## config.mk

```make
export PLATFORM = sky130hd
export DESIGN_NAME = sd_sector_arbiter
export DESIGN_NICKNAME = d
export VERILOG_FILES = /design/src/rtl/sd_audvid_pkg.sv /design/src/rtl/sd_sector_arbiter.sv
export SDC_FILE = /design/constraint.sdc
export NUM_CORES = 1
export LEC_CHECK = 0
export BUFFER_PORTS_ARGS = -buffer_cell sky130_fd_sc_hd__buf_4
export CAP_MARGIN = 20
export CORE_UTILIZATION = 53
export DETAILED_ROUTE_END_ITERATION = 8
export MAX_ROUTING_LAYER = met4
export PLACE_DENSITY = 0.85
export SLEW_MARGIN = 10
export SYNTH_ARGS = -nofsm -noshare
export SYNTH_HDL_FRONTEND = slang
export SYNTH_SLANG_ARGS = --single-unit
```

## constraint.sdc

```tcl
create_clock -name DataClock -period 2.4 [get_ports DataClock]
set_input_delay 0.12 -clock DataClock [delete_from_list [all_inputs] [get_ports DataClock]]
set_output_delay 0.12 -clock DataClock [all_outputs]
set_load 0.05 [all_outputs]
```

## src/rtl/sd_audvid_pkg.sv

```systemverilog
// Shared definitions for the AudVid SD sector arbiter: FSM states, sector size,
// timeout default and requester indices, plus the round-robin pick helper.
package sd_audvid_pkg;

    typedef enum logic [2:0] {
        ST_IDLE   = 3'd0,
        ST_ISSUE  = 3'd1,
        ST_WAIT   = 3'd2,
        ST_STREAM = 3'd3,
        ST_DONE   = 3'd4
    } arbState_t;

    localparam int SECTOR_BYTES           = 512;
    localparam int TIMEOUT_CYCLES_DEFAULT = 4096;

    localparam logic REQ_VIDEO = 1'b0;
    localparam logic REQ_AUDIO = 1'b1;

    // On a tie the requester that was not served last wins.
    function automatic logic pickRequester(input logic videoReq,
                                           input logic audioReq,
                                           input logic lastServed);
        logic winner;
        if (videoReq && audioReq) begin
            winner = (lastServed == REQ_VIDEO) ? REQ_AUDIO : REQ_VIDEO;
        end else if (audioReq) begin
            winner = REQ_AUDIO;
        end else begin
            winner = REQ_VIDEO;
        end
        return winner;
    endfunction

endpackage

```

## src/rtl/sd_sector_arbiter.sv

```systemverilog
// Arbitrates SD sector reads between the video and audio fetchers and routes the
// 512-byte data phase to the owner. Optional WAIT timeout: SD_ARB_TIMEOUT_EN.
module sd_sector_arbiter
    import sd_audvid_pkg::*;
#(
    parameter int ADDR_W = 16
`ifdef SD_ARB_TIMEOUT_EN
    ,
    parameter int TIMEOUT_CYCLES = TIMEOUT_CYCLES_DEFAULT
`endif
) (
    input  logic              DataClock,
    input  logic              Reset,
    input  logic              VideoReq,
    input  logic [ADDR_W-1:0] VideoAddr,
    input  logic              AudioReq,
    input  logic [ADDR_W-1:0] AudioAddr,
    output logic              VideoGrant,
    output logic              AudioGrant,
    output logic [7:0]        OutByte,
    output logic              VideoByteValid,
    output logic              AudioByteValid,
    output logic              VideoDone,
    output logic              AudioDone,
    output logic              XferErr,
    output logic [ADDR_W-1:0] SectorAddress,
    output logic              SectorStart,
    input  logic              EnableDataRead,
    input  logic [7:0]        InputData
);

    arbState_t   state;
    arbState_t   stateNext;
    logic [9:0]  byteCount;
    logic        owner;
    logic        lastServed;
    logic        errFlag;
    logic        winner;
    logic        reqAny;
    logic        lastByte;
    logic        timeoutHit;

`ifdef SD_ARB_TIMEOUT_EN
    logic [15:0] waitTimer;

    // WAIT-phase cycle counter, cleared whenever the FSM is elsewhere.
    always_ff @(posedge DataClock) begin
        if (Reset) begin
            waitTimer <= 16'd0;
        end else if (state == ST_WAIT) begin
            waitTimer <= waitTimer + 16'd1;
        end else begin
            waitTimer <= 16'd0;
        end
    end
`endif

    // Next-state logic.
    always_comb begin
        stateNext  = state;
        reqAny     = VideoReq | AudioReq;
        winner     = pickRequester(VideoReq, AudioReq, lastServed);
        lastByte   = (byteCount == 10'(SECTOR_BYTES - 1));
        timeoutHit = 1'b0;
`ifdef SD_ARB_TIMEOUT_EN
        timeoutHit = (waitTimer == 16'(TIMEOUT_CYCLES - 1));
`endif
        case (state)
            ST_IDLE: begin
                if (reqAny) stateNext = ST_ISSUE;
                else        stateNext = ST_IDLE;
            end
            ST_ISSUE: stateNext = ST_WAIT;
            ST_WAIT: begin
                if (EnableDataRead)  stateNext = ST_STREAM;
                else if (timeoutHit) stateNext = ST_DONE;
                else                 stateNext = ST_WAIT;
            end
            ST_STREAM: begin
                // A dropped EnableDataRead before the last byte ends a short sector.
                if (EnableDataRead && !lastByte) stateNext = ST_STREAM;
                else                             stateNext = ST_DONE;
            end
            ST_DONE: stateNext = ST_IDLE;
            default: stateNext = ST_IDLE;
        endcase
    end

    // FSM state register.
    always_ff @(posedge DataClock) begin
        if (Reset) state <= ST_IDLE;
        else       state <= stateNext;
    end

    // Grant, address, byte routing and end-of-transfer registers.
    always_ff @(posedge DataClock) begin
        if (Reset) begin
            VideoGrant     <= 1'b0;
            AudioGrant     <= 1'b0;
            OutByte        <= 8'h00;
            VideoByteValid <= 1'b0;
            AudioByteValid <= 1'b0;
            VideoDone      <= 1'b0;
            AudioDone      <= 1'b0;
            XferErr        <= 1'b0;
            SectorAddress  <= {ADDR_W{1'b0}};
            SectorStart    <= 1'b0;
            byteCount      <= 10'd0;
            owner          <= REQ_VIDEO;
            lastServed     <= REQ_VIDEO;
            errFlag        <= 1'b0;
        end else begin
            SectorStart    <= 1'b0;
            VideoByteValid <= 1'b0;
            AudioByteValid <= 1'b0;
            VideoDone      <= 1'b0;
            AudioDone      <= 1'b0;
            XferErr        <= 1'b0;
            case (state)
                ST_IDLE: begin
                    if (reqAny) begin
                        owner         <= winner;
                        VideoGrant    <= (winner == REQ_VIDEO);
                        AudioGrant    <= (winner == REQ_AUDIO);
                        SectorAddress <= (winner == REQ_AUDIO) ? AudioAddr : VideoAddr;
                        byteCount     <= 10'd0;
                        errFlag       <= 1'b0;
                    end
                end
                ST_ISSUE: SectorStart <= 1'b1;
                ST_WAIT: begin
                    if (EnableDataRead) begin
                        OutByte        <= InputData;
                        VideoByteValid <= (owner == REQ_VIDEO);
                        AudioByteValid <= (owner == REQ_AUDIO);
                        byteCount      <= 10'd1;
                    end else if (timeoutHit) begin
                        errFlag <= 1'b1;
                    end
                end
                ST_STREAM: begin
                    if (EnableDataRead) begin
                        OutByte        <= InputData;
                        VideoByteValid <= (owner == REQ_VIDEO);
                        AudioByteValid <= (owner == REQ_AUDIO);
                        byteCount      <= byteCount + 10'd1;
                    end else begin
                        errFlag <= 1'b1;
                    end
                end
                ST_DONE: begin
                    VideoDone  <= (owner == REQ_VIDEO);
                    AudioDone  <= (owner == REQ_AUDIO);
                    XferErr    <= errFlag;
                    VideoGrant <= 1'b0;
                    AudioGrant <= 1'b0;
                    lastServed <= owner;
                end
                default: begin
                    VideoGrant <= 1'b0;
                    AudioGrant <= 1'b0;
                end
            endcase
        end
    end

endmodule

```

-- Word-level counts from Yosys, hierarchy flattened
Cells that the tools add are included.
- flip-flop bits (word level): 48
- latch bits: 0
- RAM bits: 0
- bits in read-only memories: 0
- input bits: 45
- output and inout bits: 32
- logic and storage cells: 67
- memories kept: 0
- add/subtract/negate cells: 1
- $mul: 0
- div/mod/pow operators: 0
- magnitude comparators: 0
- eq/ne operators: 9
- shift operators: 0
- muxes and demuxes: 20
- bitwise operators: 7
- reductions and logical operators: 15
- operators by type and width (cell ; count):
    $mux 10 ; 3
    $pmux 10 s3 ; 1
    $mux 16 ; 1
    $pmux 3 s4 ; 1
    $add 10x1->10 const B ; 1
    $eq 10x9->1 const B ; 1
    $mux 1 ; 10
    $ne 2x2->1 const B ; 4
    $eq 3x2->1 const B ; 2
    $not 1->1 ; 6
    $pmux 1 s2 ; 3
    $reduce_and 2->1 ; 3
    $reduce_or 3->1 ; 2
    $reduce_and 4->1 ; 1
    $reduce_or 2->1 ; 2
    $eq 3x1->1 const B ; 1
    $eq 3x3->1 const B ; 1
    $logic_not 3->1 ; 1
    $mux 3 ; 1
    $reduce_and 3->1 ; 1
    $reduce_bool 3->1 ; 1
    $logic_and 1x1->1 ; 2
    $reduce_bool 2->1 ; 1
    $logic_not 1->1 ; 1
    $or 1x1->1 ; 1

-- Logic depth before layout (Yosys ltp)
Gate-level depths: netlist (run 1).
- depth after elaboration: 5
- gate-level depth with buffers: 7

-- Least setup slack after synthesis (run 1)
Ideal clock, no wire load.
- kind: register -> register
- from: register byteCount[0]
- to: register byteCount[8]
- library setup time: 0.070 ns
- data arrival time: 1.452 ns
- data required time: 2.330 ns
- setup slack: 0.879 ns
- stages on the path, launching flop included: 6
- buffers on the path: 0
- period minus slack after synthesis: 1.521 ns
- cell sequence: dfxtp_1 > ha_1 > nand2_1 > or3_1 > or4_1 > a21oi_1
- word-level cells in the longest chain between the ends: 3
- RTL lines (item ; line ; RTL):
    from (decl) ; sd_sector_arbiter.sv:34 ; logic [9:0] byteCount;
    from (signal assigned) ; sd_sector_arbiter.sv:146 ; byteCount <= byteCount + 10'd1;
    $add 10x1->10 ; sd_sector_arbiter.sv:146 ;
    $mux 10 ; sd_sector_arbiter.sv:142 ; if (EnableDataRead) begin
    $pmux 10 s3 ; sd_sector_arbiter.sv:119 ; case (state)
No other way between the ends. The select of a mux whose other input is x is not followed.
A chain may end at the register's enable or synchronous reset.

-- Worst setup path in the final report (run 1)
- from: register state[1]
- to: register byteCount[7]
- word-level cells in the longest chain between the ends: 3
- elaborated cells between the ends (all ways): 9
- classes of those cells: eq/ne: 5; mux: 1; reduce/logical: 3
- RTL lines (item ; line ; RTL):
    from (decl) ; sd_sector_arbiter.sv:32 ; arbState_t state;
    from (signal assigned) ; sd_sector_arbiter.sv:92 ; else state <= stateNext;
    $eq 3x2->1 / $logic_not 3->1 (equally long branches) ; sd_sector_arbiter.sv:119 ;
    $ne 2x2->1 (no line) / $reduce_bool 3->1 (equally long branches) ; - ;
    $reduce_and 4->1 (no line) ; - ;
Several ways; a longest one is shown, not always the timed one.

==> results of run 1 <==
-- final timing paths --
kind / start / endpoint / slack, ns / cells after the start
worst max-delay path: state[1]$_SDFF_PP0_ / byteCount[7]$_SDFFE_PP0P_ / 0.59 / 4
worst min-delay path: InputData[1] / OutByte[1]$_SDFFE_PP0P_ / 0.07 / 3
worst max register to register: state[1]$_SDFF_PP0_ / byteCount[7]$_SDFFE_PP0P_ / 0.59 / 4
worst min register to register: OutByte[6]$_SDFFE_PP0P_ / OutByte[6]$_SDFFE_PP0P_ / 0.46 / 2
-- logic make-up (layout without fill, tap and decap cells) --
logic type,Yosys count,count (layout),share of synthesized area (%)
muxes,17,17,8.038
adders and majority gates,1,1,0.5909
DFF,48,48,45.39
AOI/OAI and AO/OA,54,54,17.85
buffers and inverters,18,89,5.969
and+or+nand+nor,90,90,22.16
-- cell type report --
cell class	instances	area (µm²)	area share, %
clock buffers	5	68.82	2.488
clock inverters	3	42.54	1.538
inverters	2	7.507	0.2714
multi-input cells	162	1033	37.36
flip-flops and latches	48	960.9	34.74
well taps	48	60.06	2.171
repair buffers	79	593.1	21.44
-- power by group --
group / internal [mW] / total [mW] / leakage [nW] / switching (mW)
sequential: 0.872 / 0.934 / 0.393 / 0.0619
clock: 0.308 / 0.562 / 0.0541 / 0.254
combinational: 0.241 / 0.681 / 0.734 / 0.440
-- stage by stage --
| stage | instance area, µm² | worst slack, ns | std cells |
|---|---|---|---|
| 4_1_cts | 2766 | 0.6064 | 347 |
| 6_report | 2766 | 0.5857 | 347 |
| 3_5_place_dp | 2655 | 0.6130 | 339 |
| 2_1_floorplan | 2117 | 0.8787 | 228 |
| 5_1_grt | 2766 | 0.4653 | 347 |
| 3_3_place_gp | 2655 | 0.6803 | 339 |
-- critical path, stage by stage (launching register included) --
cell	delay, ns
dfxtp_1	0.67
nand2_4	0.10
a21boi_4	0.22
or4_2	0.62
a21oi_1	0.15
-- cells in the final DEF, fill, tap and decap left out, types with 2 or more instances in the layout --
cell type / Yosys / final
o41ai_1: 2 / 2
and2_1: 4 / 4
dfxtp_1: 48 / 48
nor3b_1: 3 / 3
a211oi_1: 15 / 15
a22oi_1: 2 / 2
nor2_1: 24 / 24
buf_4: 2 / 79
mux2i_1: 17 / 17
or3_1: 3 / 3
nand4_1: 5 / 5
nand2_1: 27 / 27
a21oi_1: 18 / 18
or4_1: 4 / 4
nor2b_1: 2 / 2
o21ai_0: 3 / 3
nor3_1: 5 / 5
inv_1: 2 / 2
a211oi_2: 2 / 2
nand3_1: 3 / 3
clkbuf_8: 1 / 5
o31ai_1: 8 / 8
-- flip-flops by register name, indices dropped and copies added (netlist names) --
signal          flops
AudioByteValid      1
AudioDone           1
AudioGrant          1
OutByte             8
SectorAddress      16
SectorStart         1
VideoByteValid      1
VideoDone           1
VideoGrant          1
XferErr             1
byteCount          10
errFlag             1
lastServed          1
owner               1
state               3
-- layer usage --
metal	global-route usage (%)	vias up	wire, µm
met5	-	-	0
met4	6.793	0	23
met3	5.382	2	264
met2	39.56	51	2292
met1	27.90	849	2036
li1	-	961	-
==> results.md, run 1 <==
- Chip height: 65.20 µm
- Clock root cell: clkbuf_8
- Clock transition at the registers of the reported paths: 0.09 ns
- DRT iter0 DRCs: 98
- Area grow syn2layout: 30.67%
- CTS Sinks: 48
- WHS: 0.06735 ns
- Rows: 22
- Tmin final: 1.814 ns
- Post-CTS Setup Bufs: 0
- Vias/cell: 5.369
- Io pins: 77
- Max cap viols: 0
- Measured slew at the worst slew-check pin: 0.5424 ns
- CTS Hold Bufs: 0
- Yosys top cell by area: dfxtp_1
- Critical Path End Type: register
- DIE AREA: 4251 µm²
- Final Total Pwr: 2.176 mW
- Share of the synthesized area in the top cell type: 45.39%
- RSZ-0062 raised after global routing: no
- CTS Buf Count: 5
- Antenna violations before repair: 0
- Crit start category: register
- Req. time, crit path: 2.63 ns
- Grt total ovfl: 0
- Clk_skew: 0.007417 ns
- Lkg Pwr: 1.181 nW
- Total negative slack: 0 ns
- Die width: 65.20 µm
- Synth warn: 0
- Layout cell share with drive strength beyond 1: 32.78%
- Post-CTS Resized: 0
- Initial Utilization: 56.55%
- Post-synth EDFFs: 0
- Max Freq: 551.2 MHz
- VDD IR max: 508.5 µV
- Post-DP HPWL: 3.419 mm
- Largest net degree at the start of global routing: 39
- # DRC: 0
- Most instantiated cells after synthesis: dfxtp_1 (48), nand2_1 (27), nor2_1 (24)
- WL final: 4.616 mm
- Pwr Density: 786.6 nW/µm²
- Routability cong.: 0.8262
- Cell area after synthesis: 2117 µm²
- Avg Inst Size Synth: 9.285 µm²
- CTS tree: built
- Longest Clk Path Bufs: 2
- Syn_nets: 274
- Final Hold Vio Count: 0
- Utilization after layout: 73.90%
- Vias: 1863
- Unique cell type count in the Yosys netlist: 40
- Synth top area cells: dfxtp_1 (45%), mux2i_1 (8.0%), a211oi_1 (5.3%), nand2_1 (4.8%), a21oi_1 (4.3%)
- H-tree depth: 2
- Syn Inst Count: 228
- 1st-pass router iterations: 4
- Sequential share of the synthesized area: 45.39%
- Ys flop type: dfxtp_1
- Critical path fanouts, max: 16
- Final antenna diode count: 0
- Worst Hold Class: input pin to register
- Status: finished, final reports clean
- First-pass GRT wire length: 7.541 mm
- Port Buf Inserts: 76
- Core ar.: 3744 µm²
- Fillers: 313
- Max-Slew Margin vs Limit: 63.79%
- Post-DRT Antenna Nets: 0
- Final Cycle Share: 75.60%
- GRT Total Usage: 23.48%
- Vias in the first global route: 1727
- Worst-Skew Late Latency: 0.29 ns
- Final net count: 344
- FFs w/ async S/R, synth: 0%
- Final setup vio count: 0
- Top-count cell post-synth: dfxtp_1
- WP data arrival: 2.04 ns
- Flops & latches, synth: 48
- Wire per inst: 13.30 µm
- Crit Path Category: register to register
- Slew Viols, Final: 0
Power figures use the tool's default switching activity.
==> inputs of run 2 (changes only) <==
--- a/config.mk
+++ b/config.mk
@@ -5,12 +5,13 @@
 export SDC_FILE = /design/constraint.sdc
 export NUM_CORES = 1
 export LEC_CHECK = 0
+export ABC_AREA = 1
 export BUFFER_PORTS_ARGS = -buffer_cell sky130_fd_sc_hd__buf_4
 export CAP_MARGIN = 20
-export CORE_UTILIZATION = 53
+export CORE_UTILIZATION = 44
 export DETAILED_ROUTE_END_ITERATION = 8
 export MAX_ROUTING_LAYER = met4
-export PLACE_DENSITY = 0.85
+export PLACE_DENSITY = 0.75
 export SLEW_MARGIN = 10
 export SYNTH_ARGS = -nofsm -noshare
 export SYNTH_HDL_FRONTEND = slang
==> constraint.sdc (replaced) <==
create_clock -name DataClock -period 1.6 [get_ports DataClock]
set_input_delay 0.08 -clock DataClock [delete_from_list [all_inputs] [get_ports DataClock]]
set_output_delay 0.08 -clock DataClock [all_outputs]
set_load 0.05 [all_outputs]
==> run 2 against run 1 <==
Effect of this change:
- worst hold slack got worse by 0.016 ns
- register-to-register slack lost 0.26 ns
- utilization down 14 points
- area after synthesis grew 1.4%
- non-clock buffer count increased by 1
- final area is 1.7% higher
- critical endpoint is now state[0]$_SDFF_PP0_
- highest routed layer unchanged
- sequential power increased by 46%
- clock skew shrank 0.0023 ns
- synthesized cell count rose by 26%
==> results.md, run 2 <==
- Post-DRT Antenna Nets: 0
- Final net count: 407
- Synth warn: 0
- Layout cell share with drive strength beyond 1: 29.09%
- Rows: 25
- Top delay family on crit path: flip-flops
- Total negative slack: 0 ns
- Status: finished, final reports clean
- Die width: 71.86 µm
- Measured slew at the worst slew-check pin: 0.2870 ns
- Post-DP HPWL: 3.378 mm
- Unique cell type count in the Yosys netlist: 24
- Most flops, register: SectorAddress
- Crit path max-delay cell type: dfxtp_1
- Most instantiated cells after synthesis: nand2_1 (56), dfxtp_1 (48), nand3_1 (36)
- Leading cell type in the layout, fill and taps excluded: buf_4
- Final setup vio count: 0
- CTS Buf Count: 5
- Max cap viols: 0
- Most frequent cells in the layout: buf_4 (80), nand2_1 (56), dfxtp_1 (48), nand3_1 (36), inv_1 (34)
- Cell Int Power: 1.895 mW
- Final Hold Vio Count: 0
- Sequential power share: 46.3%
- Final antenna diode count: 0
- FFs w/ async S/R, synth: 0%
- Final cell count without fillers: 428
- Chip height: 71.86 µm
- Cell area after synthesis: 2147 µm²
- CP peak stage delay: 0.38 ns
- H-tree depth: 2
- Syn Inst Count: 288
- Crit path launch: state[1]$_SDFF_PP0_
- Worst hold start: InputData[7]
- Antenna violations before repair: 0
- WP data arrival: 1.51 ns
- Area after DPL: 2736 µm²
- Largest net degree at the start of global routing: 33
- Sw power: 1.039 mW
- Clock root cell: clkbuf_8
- Dpl cells: 421
- First-pass GRT wire length: 7.707 mm
- Initial Utilization: 45.46%
- Max-Slew Margin vs Limit: 80.72%
- Ys flop type: dfxtp_1
- Clock power share: 22.6%
- Net Sw Frac: 35.40%
- WL final: 4.548 mm
- CTS Hold Bufs: 0
- VDD IR max: 575.1 µV
- Core ar.: 4723 µm²
- Pre-CTS setup slack: 0.3284 ns
- Max reg flops: 16
- Vias: 1987
- GRT Total Usage: 19.55%
- Clk_skew: 0.005109 ns
- Post-CTS Resized: 0
- # DRC: 0
- Flops & latches, synth: 48
- Req. time, crit path: 1.84 ns
- CP cell instances: inv_2 > nor2_4 > buf_4 > nand2_1 > o21ai_0 > inv_1 > a21oi_2
- Crit start category: register
- Biggest regs: SectorAddress: 16 flops, byteCount: 10 flops, OutByte: 8 flops
- WHS: 0.05144 ns
- Comb power frac: 31.1%
- Vias in the first global route: 1837
- DIE AREA: 5163 µm²
- Sequential share of the synthesized area: 44.76%
- DRT iter0 DRCs: 99
- Crit Path Category: register to register
- Avg Inst Size Synth: 7.455 µm²
- Grt total ovfl: 0
- Max Freq: 784.6 MHz
- FF-to-FF Start: state[1]$_SDFF_PP0_
- Pwr Density: 1043 nW/µm²
- Critical path fanouts, max: 9
- Post-CTS Setup Bufs: 0
- Critical Path End Type: register
- Area grow syn2layout: 31.06%
- Design area: 2814 µm²
- Top-count cell post-synth: nand2_1
- Post-synth EDFFs: 0
- RSZ-0062 raised after global routing: no
- Tmin final: 1.275 ns
- 1st-pass router iterations: 4
- Routability cong.: 0.7740
- Worst-Skew Late Latency: 0.30 ns
- Yosys top cell by area: dfxtp_1
- Worst Hold Class: input pin to register
- Syn_nets: 334
- Vias/cell: 4.643
- Io pins: 77
- Buf/Inv on CP: 3
- Port Buf Inserts: 76
- CTS tree: built
- CTS Sinks: 48
- Slew Viols, Final: 0
- Share of the synthesized area in the top cell type: 44.76%
- Clock transition at the registers of the reported paths: 0.08 ns
- Final Cycle Share: 79.66%
- Wire per inst: 10.63 µm
- Lkg Pwr: 1.296 nW
- Longest Clk Path Bufs: 2
- Synth top area cells: dfxtp_1 (45%), nand2_1 (9.8%), nand3_1 (8.4%), o21ai_0 (6.3%), inv_1 (5.9%)
- Slack of the critical path: 0.3254 ns
run 2: changes by cell type after synthesis, moves of 4 or more:
| cell | before | now |
|---|---|---|
| inv_1 | 2 | 34 |
| nand3_1 | 3 | 36 |
| o21ai_0 | 3 | 27 |
| o21ai_1 | 0 | 5 |
| and2_1 | 4 | 0 |
| mux2i_1 | 17 | 0 |
| o31ai_1 | 8 | 0 |
| or4_1 | 4 | 0 |
| nand2_1 | 27 | 56 |
| o21ai_2 | 0 | 5 |
| a211oi_1 | 15 | 0 |
run 2: logic make-up (layout without fill, tap and decap cells):
group	after synthesis	in the layout	synth area share, %
buffers and inverters	51	124	11.01
AO/OA/AOI/OAI	58	58	14.80
adder cells (fa/ha/maj)	1	1	0.5827
flip-flops	48	48	44.76
AND/OR/NAND/NOR	130	130	28.85
run 2: final cells by class:
class,count,area (µm²)
sequential,48,960.9
tap,67,83.83
clock buffer,6,72.57
clock inverter,1,5.005
fill,466,1909
inverter,37,141.4
timing repair buffer,80,600.6
multi-input combinational,189,949.7
run 2: path summary, 6_finish.rpt:
| kind | endpoint | slack [ns] | cells past startpoint |
|---|---|---|---|
| max | state[0]$_SDFF_PP0_ | 0.33 | 7 |
| min | OutByte[7]$_SDFFE_PP0P_ | 0.05 | 3 |
| max reg2reg | state[0]$_SDFF_PP0_ | 0.33 | 7 |
| min reg2reg | OutByte[0]$_SDFFE_PP0P_ | 0.46 | 2 |
run 2: through the flow:
stage	util, %	power, mW
after CTS	59.58	2.969
final	59.58	2.934
after detailed placement	57.93	2.305
after global placement	57.93	2.289
after global routing	59.58	3.078
after floorplan	-	2.052
run 2: power groups by stage:
stage | registers, mW | logic (mW) | clock network, mW
2_1_floorplan | 1.66 | 0.387 | 0
3_3_place_gp | 1.38 | 0.907 | 0
3_5_place_dp | 1.39 | 0.917 | 0
4_1_cts | 1.36 | 0.919 | 0.691
5_1_grt | 1.37 | 0.988 | 0.718
6_report | 1.36 | 0.912 | 0.662
run 2: metal layers:
metal | part of all wire (%) | global-route usage [%] | vias to the layer above | wire, µm
li1 | - | - | 1071 | -
met1 | 44 | 21.77 | 866 | 1983
met2 | 50 | 34.07 | 43 | 2294
met3 | 3.7 | 3.938 | 7 | 170
met4 | 2.2 | 8.061 | 0 | 99
met5 | 0 | - | - | 0
run 2: worst min-delay path, cell delays in order:
cell,delay (ns)
buf_4,0.11
nand3_1,0.07
a21oi_1,0.05
